## src/rtl/pika_pkg.sv

```systemverilog
// Shared constants, state encoding and clamp helper for the pika player controller.
// The DASH encoding exists only when PIKA_DASH_EN is defined.
package pika_pkg;
  localparam int FRAC_W      = 6;
  localparam int SCREEN_W    = 320;
  localparam int FLOOR_Y     = 240;
  localparam int NET_X       = 160;
  localparam int NET_W       = 6;
  localparam int PIKA_W      = 60;
  localparam int PIKA_H      = 60;
  localparam int CNT_W       = 4;
  localparam int DASH_FRAMES = 6;

`ifdef PIKA_DASH_EN
  typedef enum logic [2:0] {
    ST_GROUND  = 3'd0,
    ST_AIR     = 3'd1,
    ST_SMASH   = 3'd2,
    ST_RECOVER = 3'd3,
    ST_DASH    = 3'd4
  } pika_state_e;
`else
  typedef enum logic [2:0] {
    ST_GROUND  = 3'd0,
    ST_AIR     = 3'd1,
    ST_SMASH   = 3'd2,
    ST_RECOVER = 3'd3
  } pika_state_e;
`endif

  function automatic logic [9:0] clamp10(input logic signed [10:0] v,
                                         input logic signed [10:0] lo,
                                         input logic signed [10:0] hi);
    if (v < lo)      clamp10 = lo[9:0];
    else if (v > hi) clamp10 = hi[9:0];
    else             clamp10 = v[9:0];
  endfunction
endpackage

```

## src/rtl/pika_player_ctrl_if.sv

```systemverilog
// Frame strobe, button levels and player outputs bundled between stimulus and controller.
interface pika_player_ctrl_if;
  logic       frame_en;
  logic       round_reset;
  logic       btn_left;
  logic       btn_right;
  logic       btn_jump;
  logic       btn_smash;
  logic [9:0] pos_x;
  logic [9:0] pos_y;
  logic       op_move_left;
  logic       op_move_right;
  logic       op_jump;
  logic       is_smash;
  logic [2:0] state;

  modport master (
    output frame_en, round_reset, btn_left, btn_right, btn_jump, btn_smash,
    input  pos_x, pos_y, op_move_left, op_move_right, op_jump, is_smash, state
  );
  modport slave (
    input  frame_en, round_reset, btn_left, btn_right, btn_jump, btn_smash,
    output pos_x, pos_y, op_move_left, op_move_right, op_jump, is_smash, state
  );
endinterface

```

## src/rtl/pika_edge_detect.sv

```systemverilog
// Frame-qualified rising-edge detector; i_load re-arms the history on round reset
// so a button held across the reset does not fire.
module pika_edge_detect (
  input  logic clk,
  input  logic rst_n,
  input  logic i_frame_en,
  input  logic i_load,
  input  logic i_lvl,
  output logic o_rise
);
  logic r_prev;

  always_ff @(posedge clk or negedge rst_n) begin
    if (!rst_n)                  r_prev <= 1'b0;
    else if (i_load | i_frame_en) r_prev <= i_lvl;
  end

  assign o_rise = i_lvl & ~r_prev;
endmodule

```

## src/rtl/pika_player_ctrl.sv

```systemverilog
// Per-player motion controller: buttons -> position, move/jump/smash flags, one step per frame.
// Optional ground dash enabled by defining PIKA_DASH_EN.
module pika_player_ctrl import pika_pkg::*; #(
  parameter int X_MIN          = 0,
  parameter int X_MAX          = 94,
  parameter int INIT_X         = 20,
  parameter int GROUND_Y       = 180,
  parameter int MOVE_STEP      = 2,
  parameter int JUMP_VY        = -448,
  parameter int GRAVITY_AIR    = 16,
  parameter int SMASH_FRAMES   = 8,
  parameter int RECOVER_FRAMES = 12
) (
  input  logic               clk,
  input  logic               rst_n,
  pika_player_ctrl_if.slave  bus
);
  localparam logic signed [10:0] P_XMIN = 11'(X_MIN);
  localparam logic signed [10:0] P_XMAX = 11'(X_MAX);
  localparam logic signed [10:0] P_GY   = 11'(GROUND_Y);
  localparam logic signed [10:0] P_STEP = 11'(MOVE_STEP);
  localparam logic signed [9:0]  P_JVY  = 10'(JUMP_VY);
  localparam logic signed [9:0]  P_GRAV = 10'(GRAVITY_AIR);
  localparam logic [9:0]         P_INIT_X = 10'(INIT_X);
  localparam logic [9:0]         P_GY10   = 10'(GROUND_Y);
  localparam logic [CNT_W-1:0]   P_SMASH_CNT = CNT_W'(SMASH_FRAMES - 1);
  localparam logic [CNT_W-1:0]   P_REC_CNT   = CNT_W'(RECOVER_FRAMES - 1);

  pika_state_e       r_state, w_nx_state;
  logic [9:0]        r_x, r_y, w_nx_x, w_nx_y;
  logic signed [9:0] r_vy, w_nx_vy;
  logic [CNT_W-1:0]  r_cnt, w_nx_cnt;
  logic              r_opl, r_opr, w_nx_opl, w_nx_opr;

  logic              w_jump_rise, w_smash_rise;
  logic              w_cmd_l, w_cmd_r;
  logic signed [10:0] w_dir, w_x_s, w_y_s, w_vy_ext, w_dy, w_y_raw;
  logic signed [9:0]  w_vy_base, w_vy_n;
  logic [9:0]         w_x_mv, w_y_air;
  logic               w_land;

  pika_edge_detect u_ed_jump (
    .clk(clk), .rst_n(rst_n), .i_frame_en(bus.frame_en), .i_load(bus.round_reset),
    .i_lvl(bus.btn_jump), .o_rise(w_jump_rise)
  );
  pika_edge_detect u_ed_smash (
    .clk(clk), .rst_n(rst_n), .i_frame_en(bus.frame_en), .i_load(bus.round_reset),
    .i_lvl(bus.btn_smash), .o_rise(w_smash_rise)
  );

  assign w_cmd_l = bus.btn_left & ~bus.btn_right;
  assign w_cmd_r = bus.btn_right & ~bus.btn_left;
  assign w_dir   = w_cmd_l ? -P_STEP : (w_cmd_r ? P_STEP : 11'sd0);
  assign w_x_s   = {1'b0, r_x};
  assign w_y_s   = {1'b0, r_y};
  assign w_x_mv  = clamp10(w_x_s + w_dir, P_XMIN, P_XMAX);

  // On the takeoff frame gravity is already applied to the launch velocity.
  assign w_vy_base = (r_state == ST_GROUND) ? P_JVY : r_vy;
  assign w_vy_n    = w_vy_base + P_GRAV;
  assign w_vy_ext  = {w_vy_n[9], w_vy_n};
  assign w_dy      = w_vy_ext >>> FRAC_W;
  assign w_y_raw   = w_y_s + w_dy;
  assign w_land    = (w_y_raw >= P_GY);
  assign w_y_air   = clamp10(w_y_raw, 11'sd0, P_GY);

`ifdef PIKA_DASH_EN
  localparam logic signed [10:0] P_DSTEP    = 11'(3 * MOVE_STEP);
  localparam logic [CNT_W-1:0]   P_DASH_CNT = CNT_W'(DASH_FRAMES - 2);
  logic       r_dash_l, w_nx_dash_l, w_dash_l_sel;
  logic [9:0] w_x_dash;
  // Dash direction is latched at entry so releasing the button mid-dash does not stop it.
  assign w_dash_l_sel = (r_state == ST_DASH) ? r_dash_l : w_cmd_l;
  assign w_x_dash     = clamp10(w_x_s + (w_dash_l_sel ? -P_DSTEP : P_DSTEP), P_XMIN, P_XMAX);
`endif

  always_comb begin
    w_nx_state = r_state;
    w_nx_x     = r_x;
    w_nx_y     = r_y;
    w_nx_vy    = r_vy;
    w_nx_cnt   = r_cnt;
    w_nx_opl   = w_cmd_l;
    w_nx_opr   = w_cmd_r;
`ifdef PIKA_DASH_EN
    w_nx_dash_l = r_dash_l;
`endif
    case (r_state)
      ST_GROUND: begin
        w_nx_x = w_x_mv;
        if (w_jump_rise) begin
          w_nx_state = ST_AIR;
          w_nx_vy    = w_vy_n;
          w_nx_y     = w_y_air;
        end
`ifdef PIKA_DASH_EN
        else if (w_smash_rise && (w_cmd_l || w_cmd_r)) begin
          w_nx_state  = ST_DASH;
          w_nx_x      = w_x_dash;
          w_nx_cnt    = P_DASH_CNT;
          w_nx_dash_l = w_cmd_l;
        end
`endif
      end
      ST_AIR: begin
        w_nx_x = w_x_mv;
        if (w_land) begin
          w_nx_state = ST_GROUND;
          w_nx_y     = P_GY10;
          w_nx_vy    = '0;
        end else begin
          w_nx_y  = w_y_air;
          w_nx_vy = w_vy_n;
          if (w_smash_rise) begin
            w_nx_state = ST_SMASH;
            w_nx_cnt   = P_SMASH_CNT;
          end
        end
      end
      ST_SMASH: begin
        w_nx_x = w_x_mv;
        if (w_land) begin
          w_nx_state = ST_RECOVER;
          w_nx_cnt   = P_REC_CNT;
          w_nx_y     = P_GY10;
          w_nx_vy    = '0;
        end else begin
          w_nx_y  = w_y_air;
          w_nx_vy = w_vy_n;
          if (r_cnt == '0) w_nx_state = ST_AIR;
          else             w_nx_cnt   = r_cnt - CNT_W'(1);
        end
      end
      ST_RECOVER: begin
        w_nx_opl = 1'b0;
        w_nx_opr = 1'b0;
        if (r_cnt == '0) w_nx_state = ST_GROUND;
        else             w_nx_cnt   = r_cnt - CNT_W'(1);
      end
`ifdef PIKA_DASH_EN
      ST_DASH: begin
        w_nx_x = w_x_dash;
        if (r_cnt == '0) w_nx_state = ST_GROUND;
        else             w_nx_cnt   = r_cnt - CNT_W'(1);
      end
`endif
      default: w_nx_state = ST_GROUND;
    endcase
  end

  always_ff @(posedge clk or negedge rst_n) begin
    if (!rst_n) begin
      r_state <= ST_GROUND;
      r_x     <= P_INIT_X;
      r_y     <= P_GY10;
      r_vy    <= '0;
      r_cnt   <= '0;
      r_opl   <= 1'b0;
      r_opr   <= 1'b0;
    end else if (bus.round_reset) begin
      r_state <= ST_GROUND;
      r_x     <= P_INIT_X;
      r_y     <= P_GY10;
      r_vy    <= '0;
      r_cnt   <= '0;
      r_opl   <= 1'b0;
      r_opr   <= 1'b0;
    end else if (bus.frame_en) begin
      r_state <= w_nx_state;
      r_x     <= w_nx_x;
      r_y     <= w_nx_y;
      r_vy    <= w_nx_vy;
      r_cnt   <= w_nx_cnt;
      r_opl   <= w_nx_opl;
      r_opr   <= w_nx_opr;
    end
  end

`ifdef PIKA_DASH_EN
  always_ff @(posedge clk or negedge rst_n) begin
    if (!rst_n)               r_dash_l <= 1'b0;
    else if (bus.round_reset) r_dash_l <= 1'b0;
    else if (bus.frame_en)    r_dash_l <= w_nx_dash_l;
  end
`endif

  assign bus.pos_x         = r_x;
  assign bus.pos_y         = r_y;
  assign bus.op_move_left  = r_opl;
  assign bus.op_move_right = r_opr;
  assign bus.op_jump       = (r_state == ST_AIR) || (r_state == ST_SMASH);
  assign bus.is_smash      = (r_state == ST_SMASH);
  assign bus.state         = r_state;
endmodule

```

## src/flat_wrapper.sv

```systemverilog
// flat-port wrapper written by rule: the top's interface ports become plain ports
module pika_player_ctrl_flat import pika_pkg::*;
#(
  parameter int X_MIN          = 0,
  parameter int X_MAX          = 94,
  parameter int INIT_X         = 20,
  parameter int GROUND_Y       = 180,
  parameter int MOVE_STEP      = 2,
  parameter int JUMP_VY        = -448,
  parameter int GRAVITY_AIR    = 16,
  parameter int SMASH_FRAMES   = 8,
  parameter int RECOVER_FRAMES = 12
)
  (clk, rst_n, bus_frame_en, bus_round_reset, bus_btn_left, bus_btn_right, bus_btn_jump, bus_btn_smash, bus_pos_x, bus_pos_y, bus_op_move_left, bus_op_move_right, bus_op_jump, bus_is_smash, bus_state);
  pika_player_ctrl_if bus_i ();
  input  logic clk;
  input  logic rst_n;
  input wire logic [$bits(bus_i.frame_en)-1:0] bus_frame_en;
  input wire logic [$bits(bus_i.round_reset)-1:0] bus_round_reset;
  input wire logic [$bits(bus_i.btn_left)-1:0] bus_btn_left;
  input wire logic [$bits(bus_i.btn_right)-1:0] bus_btn_right;
  input wire logic [$bits(bus_i.btn_jump)-1:0] bus_btn_jump;
  input wire logic [$bits(bus_i.btn_smash)-1:0] bus_btn_smash;
  output wire logic [$bits(bus_i.pos_x)-1:0] bus_pos_x;
  output wire logic [$bits(bus_i.pos_y)-1:0] bus_pos_y;
  output wire logic [$bits(bus_i.op_move_left)-1:0] bus_op_move_left;
  output wire logic [$bits(bus_i.op_move_right)-1:0] bus_op_move_right;
  output wire logic [$bits(bus_i.op_jump)-1:0] bus_op_jump;
  output wire logic [$bits(bus_i.is_smash)-1:0] bus_is_smash;
  output wire logic [$bits(bus_i.state)-1:0] bus_state;
  assign bus_i.frame_en = bus_frame_en;
  assign bus_i.round_reset = bus_round_reset;
  assign bus_i.btn_left = bus_btn_left;
  assign bus_i.btn_right = bus_btn_right;
  assign bus_i.btn_jump = bus_btn_jump;
  assign bus_i.btn_smash = bus_btn_smash;
  assign bus_pos_x = bus_i.pos_x;
  assign bus_pos_y = bus_i.pos_y;
  assign bus_op_move_left = bus_i.op_move_left;
  assign bus_op_move_right = bus_i.op_move_right;
  assign bus_op_jump = bus_i.op_jump;
  assign bus_is_smash = bus_i.is_smash;
  assign bus_state = bus_i.state;
  pika_player_ctrl #(.X_MIN(X_MIN), .X_MAX(X_MAX), .INIT_X(INIT_X), .GROUND_Y(GROUND_Y), .MOVE_STEP(MOVE_STEP), .JUMP_VY(JUMP_VY), .GRAVITY_AIR(GRAVITY_AIR), .SMASH_FRAMES(SMASH_FRAMES), .RECOVER_FRAMES(RECOVER_FRAMES)) u_core (.clk(clk), .rst_n(rst_n), .bus(bus_i));
endmodule
```

## config.mk

```make
export PLATFORM = sky130hd
export DESIGN_NAME = pika_player_ctrl_flat
export DESIGN_NICKNAME = d
export VERILOG_FILES = /design/src/rtl/pika_pkg.sv /design/src/rtl/pika_player_ctrl_if.sv /design/src/rtl/pika_edge_detect.sv /design/src/rtl/pika_player_ctrl.sv /design/src/flat_wrapper.sv
export SDC_FILE = /design/constraint.sdc
export NUM_CORES = 1
export LEC_CHECK = 0
export CAP_MARGIN = 40
export CORE_MARGIN = 5
export CORE_UTILIZATION = 55
export DETAILED_ROUTE_END_ITERATION = 16
export PLACE_DENSITY = 0.91
export SYNTH_ARGS = -nofsm -noshare
export SYNTH_HDL_FRONTEND = slang
export SYNTH_SLANG_ARGS = --single-unit
```

## constraint.sdc

```tcl
create_clock -name clk -period 7.5 [get_ports clk]
set_input_delay 1.875 -clock clk [delete_from_list [all_inputs] [get_ports clk]]
set_output_delay 1.875 -clock clk [all_outputs]
set_load 0.02 [all_outputs]
```

==> metrics <==
sw frac a little under half; DR iter-0 viols 188; Worst setup startpoint bus_btn_right; CP Cell Sequence clkdlybuf4s50_1 -> inv_1 -> ha_1 -> ha_1 -> a21oi_1 -> o21bai_1 -> a21oi_1 -> nor2b_1 -> nor2_1 -> or3_1 -> a41o_1 -> a21oi_1 -> a22oi_1; sequential share of the synthesized area 30.5%; Post-CTS Hold Buffers 0; P_sw 0.000396 W; Die X 82.6 um; setup TNS 0 ps; PwrDens 259 nW/um^2; Worst Clk Skew 6.70 ps; Netlist Area Pre-Place 2900 sq um; Least-Margin Pin Slew around 780 ps; WL per Instance 15.8 um; CTS Root Cell clkbuf_8; RD Place Congestion 0.934; htree depth 2; Compound-Gate Fraction of Synth Area 25.3%; Final Max Tran Viols 0; power share of the clock group 16.7%; Worst Path Arrival between 4000 and 5000 ps; startpoint types primary input; Overflow after GRT 0; Synth Instances 330; Crit path largest cell delay 500 ps; Placeable Area 5110 sq um; mux cell area share after synthesis less than 1%; TritonCTS buffer count 5; fin crit share 63.6%; status finished clean; final core utilization 65.8%; clock latency on the worst-skew pair about 300 ps; CTS tree built; Detailed Place HPWL 5.21 mm; Crit Path Category primary input to register; RSZ-0062 raised after global routing false; Worst-path clk slew 80 ps; initial antenna violation count 0; Vias 2604; crit path time final roughly 4800 ps; CTS resizes 0; residual DRC count 0; final setup margin around 2700 ps; ratio of cells with drive above 1 in the final layout 9.39%; Layout Nets 398; Power Total approximately 0.00087 W; peak supply drop 0.211 mV; Antenna diodes 0; leakage around 1.4 nW; Netlist cell types 69; clock buffer depth 2; top-area cell type share of the netlist area around a quarter; final wirelength a little under 7 mm; share of flip-flops with an asynchronous set or reset after synthesis 100%; most frequent cells after synthesis 29 x dfrtp_1, 29 x nand2_1, 28 x nor2_1, 27 x ha_1, 24 x a21oi_1; R2R Path End u_core.r_cnt[0]; Worst Hold Class register to register; first drt pass iteration count 4; Max-slew headroom a little under half; via-per-instance ratio 6.03; vias in the first global route about 2600; Post-Synth XOR/XNOR Area 4.53%; Synth Area in Adders between 10% and 20%; post-CTS setup buffers 0; Crit path top cell by count a21oi_1; Max Freq roughly 0.21 GHz; dpl ws 2470 ps; largest net degree at the start of global routing 36; row count 26; CTS Sinks 35; Setup crit end kind register; P&R area growth vs syn 15.9%; Reg2Reg Depth 13; final hold vios 0; Main synth FF type dfrtp_1; max_cap viols 0; Syn Area/Cell 8.78 sq um; Routed Antenna Nets 0; Die H 82.6 um; Port Buffers 32; Comb pwr share 55.4%; RR Startpoint u_core.bus.state[0]; Max stage delay cell, worst path clkdlybuf4s50_1; Synth area leader dfrtp_1; sequential power share between 20 and 30%; R2R setup slack between 2000 and 3000 ps; Die ar. 6820 sq um; first-pass GRT wire length 11.6 mm; Hold WS 477 ps; Starting Density 56.8%; Post-synth EDFFs 0; synth top area cells dfrtp_1 25%, ha_1 12%, dfstp_2 5.4%, a21oi_1 4.1%, nand2_1 3.8%; crit-path max FO 11; main combinational cell family by area after synthesis compound AO/OA/AOI/OAI gates; Internal 0.000475 W; Critical Path RT ~7700 ps; GRT Overall Usage 21.8%; yosys warns 0; number of synthesized register bits 35; Synth Area in Simple Gates between 20% and 30%; crit path to u_core.bus.pos_x[1]; I/O Pins 35; Final setup viols 0
-- state kept, by name, indices dropped and copies added (netlist names), 2 cells and up --
register          cells
u_core.bus.pos_x      9
u_core.bus.pos_y     10
u_core.bus.state      2
u_core.r_cnt          4
u_core.r_vy           6
-- cells by family (layout without fill, tap and decap cells) --
family                   after synthesis  count (layout)
flip-flops                            35              35
adder cells (fa/ha/maj)               29              29
multiplexers                           1               1
AND/OR/NAND/NOR                      116             116
XOR/XNOR                              15              15
other                                  1               2
buffers and inverters                 31              62
AO/OA/AOI/OAI                        102             102
-- layout by cell type, fill, tap and decap left out, drive strengths merged, types with 3 or more instances in the layout --
cell	instances
o21ai	23
a211oi	6
or3	3
dfrtp	29
nand2b	3
clkdlybuf4s50	32
a21o	3
ha	27
a22o	8
xnor2	6
nand2	29
inv	21
nor4	3
o21bai	4
and3	7
nand3	6
a22oi	4
a21oi	26
xor2	9
clkbuf	5
dfstp	6
and2	5
nor2b	9
nand3b	3
a31oi	7
nor2	29
nor3	11
-- metal layers --
layer	GRT usage (%)	wire length, um	share of wire, %	vias to the layer above
li1	-	-	-	1274
met1	26.8	2960	43	1240
met5	0	0	0	-
met3	4.66	318	4.6	11
met4	7.84	108	1.6	0
met2	37.6	3460	51	79
-- worst max-delay path: cells and delay by family --
kind | cells | cell delay [ps]
compound gates | 6 | 1120
fa+ha+maj | 2 | 770
buf+inv | 2 | 560
simple gates | 3 | 600
-- final cells by class --
class | instances | area, sq um
repair buffers | 34 | 335
inverters | 20 | 75.1
fillers | 434 | 1750
well taps | 70 | 87.6
flip-flops and latches | 35 | 883
clock inverters | 3 | 23.8
multi-input cells | 265 | 1890
clock buffers | 5 | 68.8
-- through the flow --
| step | instance area, sq um | cells |
|---|---|---|
| after global placement | 3270 | 424 |
| after CTS | 3360 | 432 |
| after global routing | 3360 | 432 |
| after detailed placement | 3270 | 424 |
| final | 3360 | 432 |
| after floorplan | 2900 | 331 |
-- worst min path at each step --
| stage | startpoint | endpoint | slack, ps | cells after the start |
|---|---|---|---|---|
| floorplan | u_core.u_ed_jump.r_prev | u_core.u_ed_jump.r_prev | 460 | 2 |
| global placement | u_core.bus.pos_y[4] | u_core.bus.pos_y[4] | 460 | 2 |
| detailed placement | u_core.bus.pos_y[4] | u_core.bus.pos_y[4] | 470 | 2 |
| CTS | u_core.bus.pos_y[4] | u_core.bus.pos_y[4] | 480 | 2 |
| global route | u_core.bus.pos_y[4] | u_core.bus.pos_y[4] | 500 | 2 |
| finish | u_core.bus.pos_y[4] | u_core.bus.pos_y[4] | 480 | 2 |
-- power by group through the flow --
stage,logic [W],clock network [W],registers [W]
after CTS,0.000476,0.000148,0.000243
after detailed placement,0.000473,0,0.000246
after floorplan,0.000338,0,0.000262
final,0.000483,0.000146,0.000243
after global placement,0.000461,0,0.000244
after global routing,0.000526,0.000157,0.000247
No activity file was read; power rests on OpenSTA's default activity.
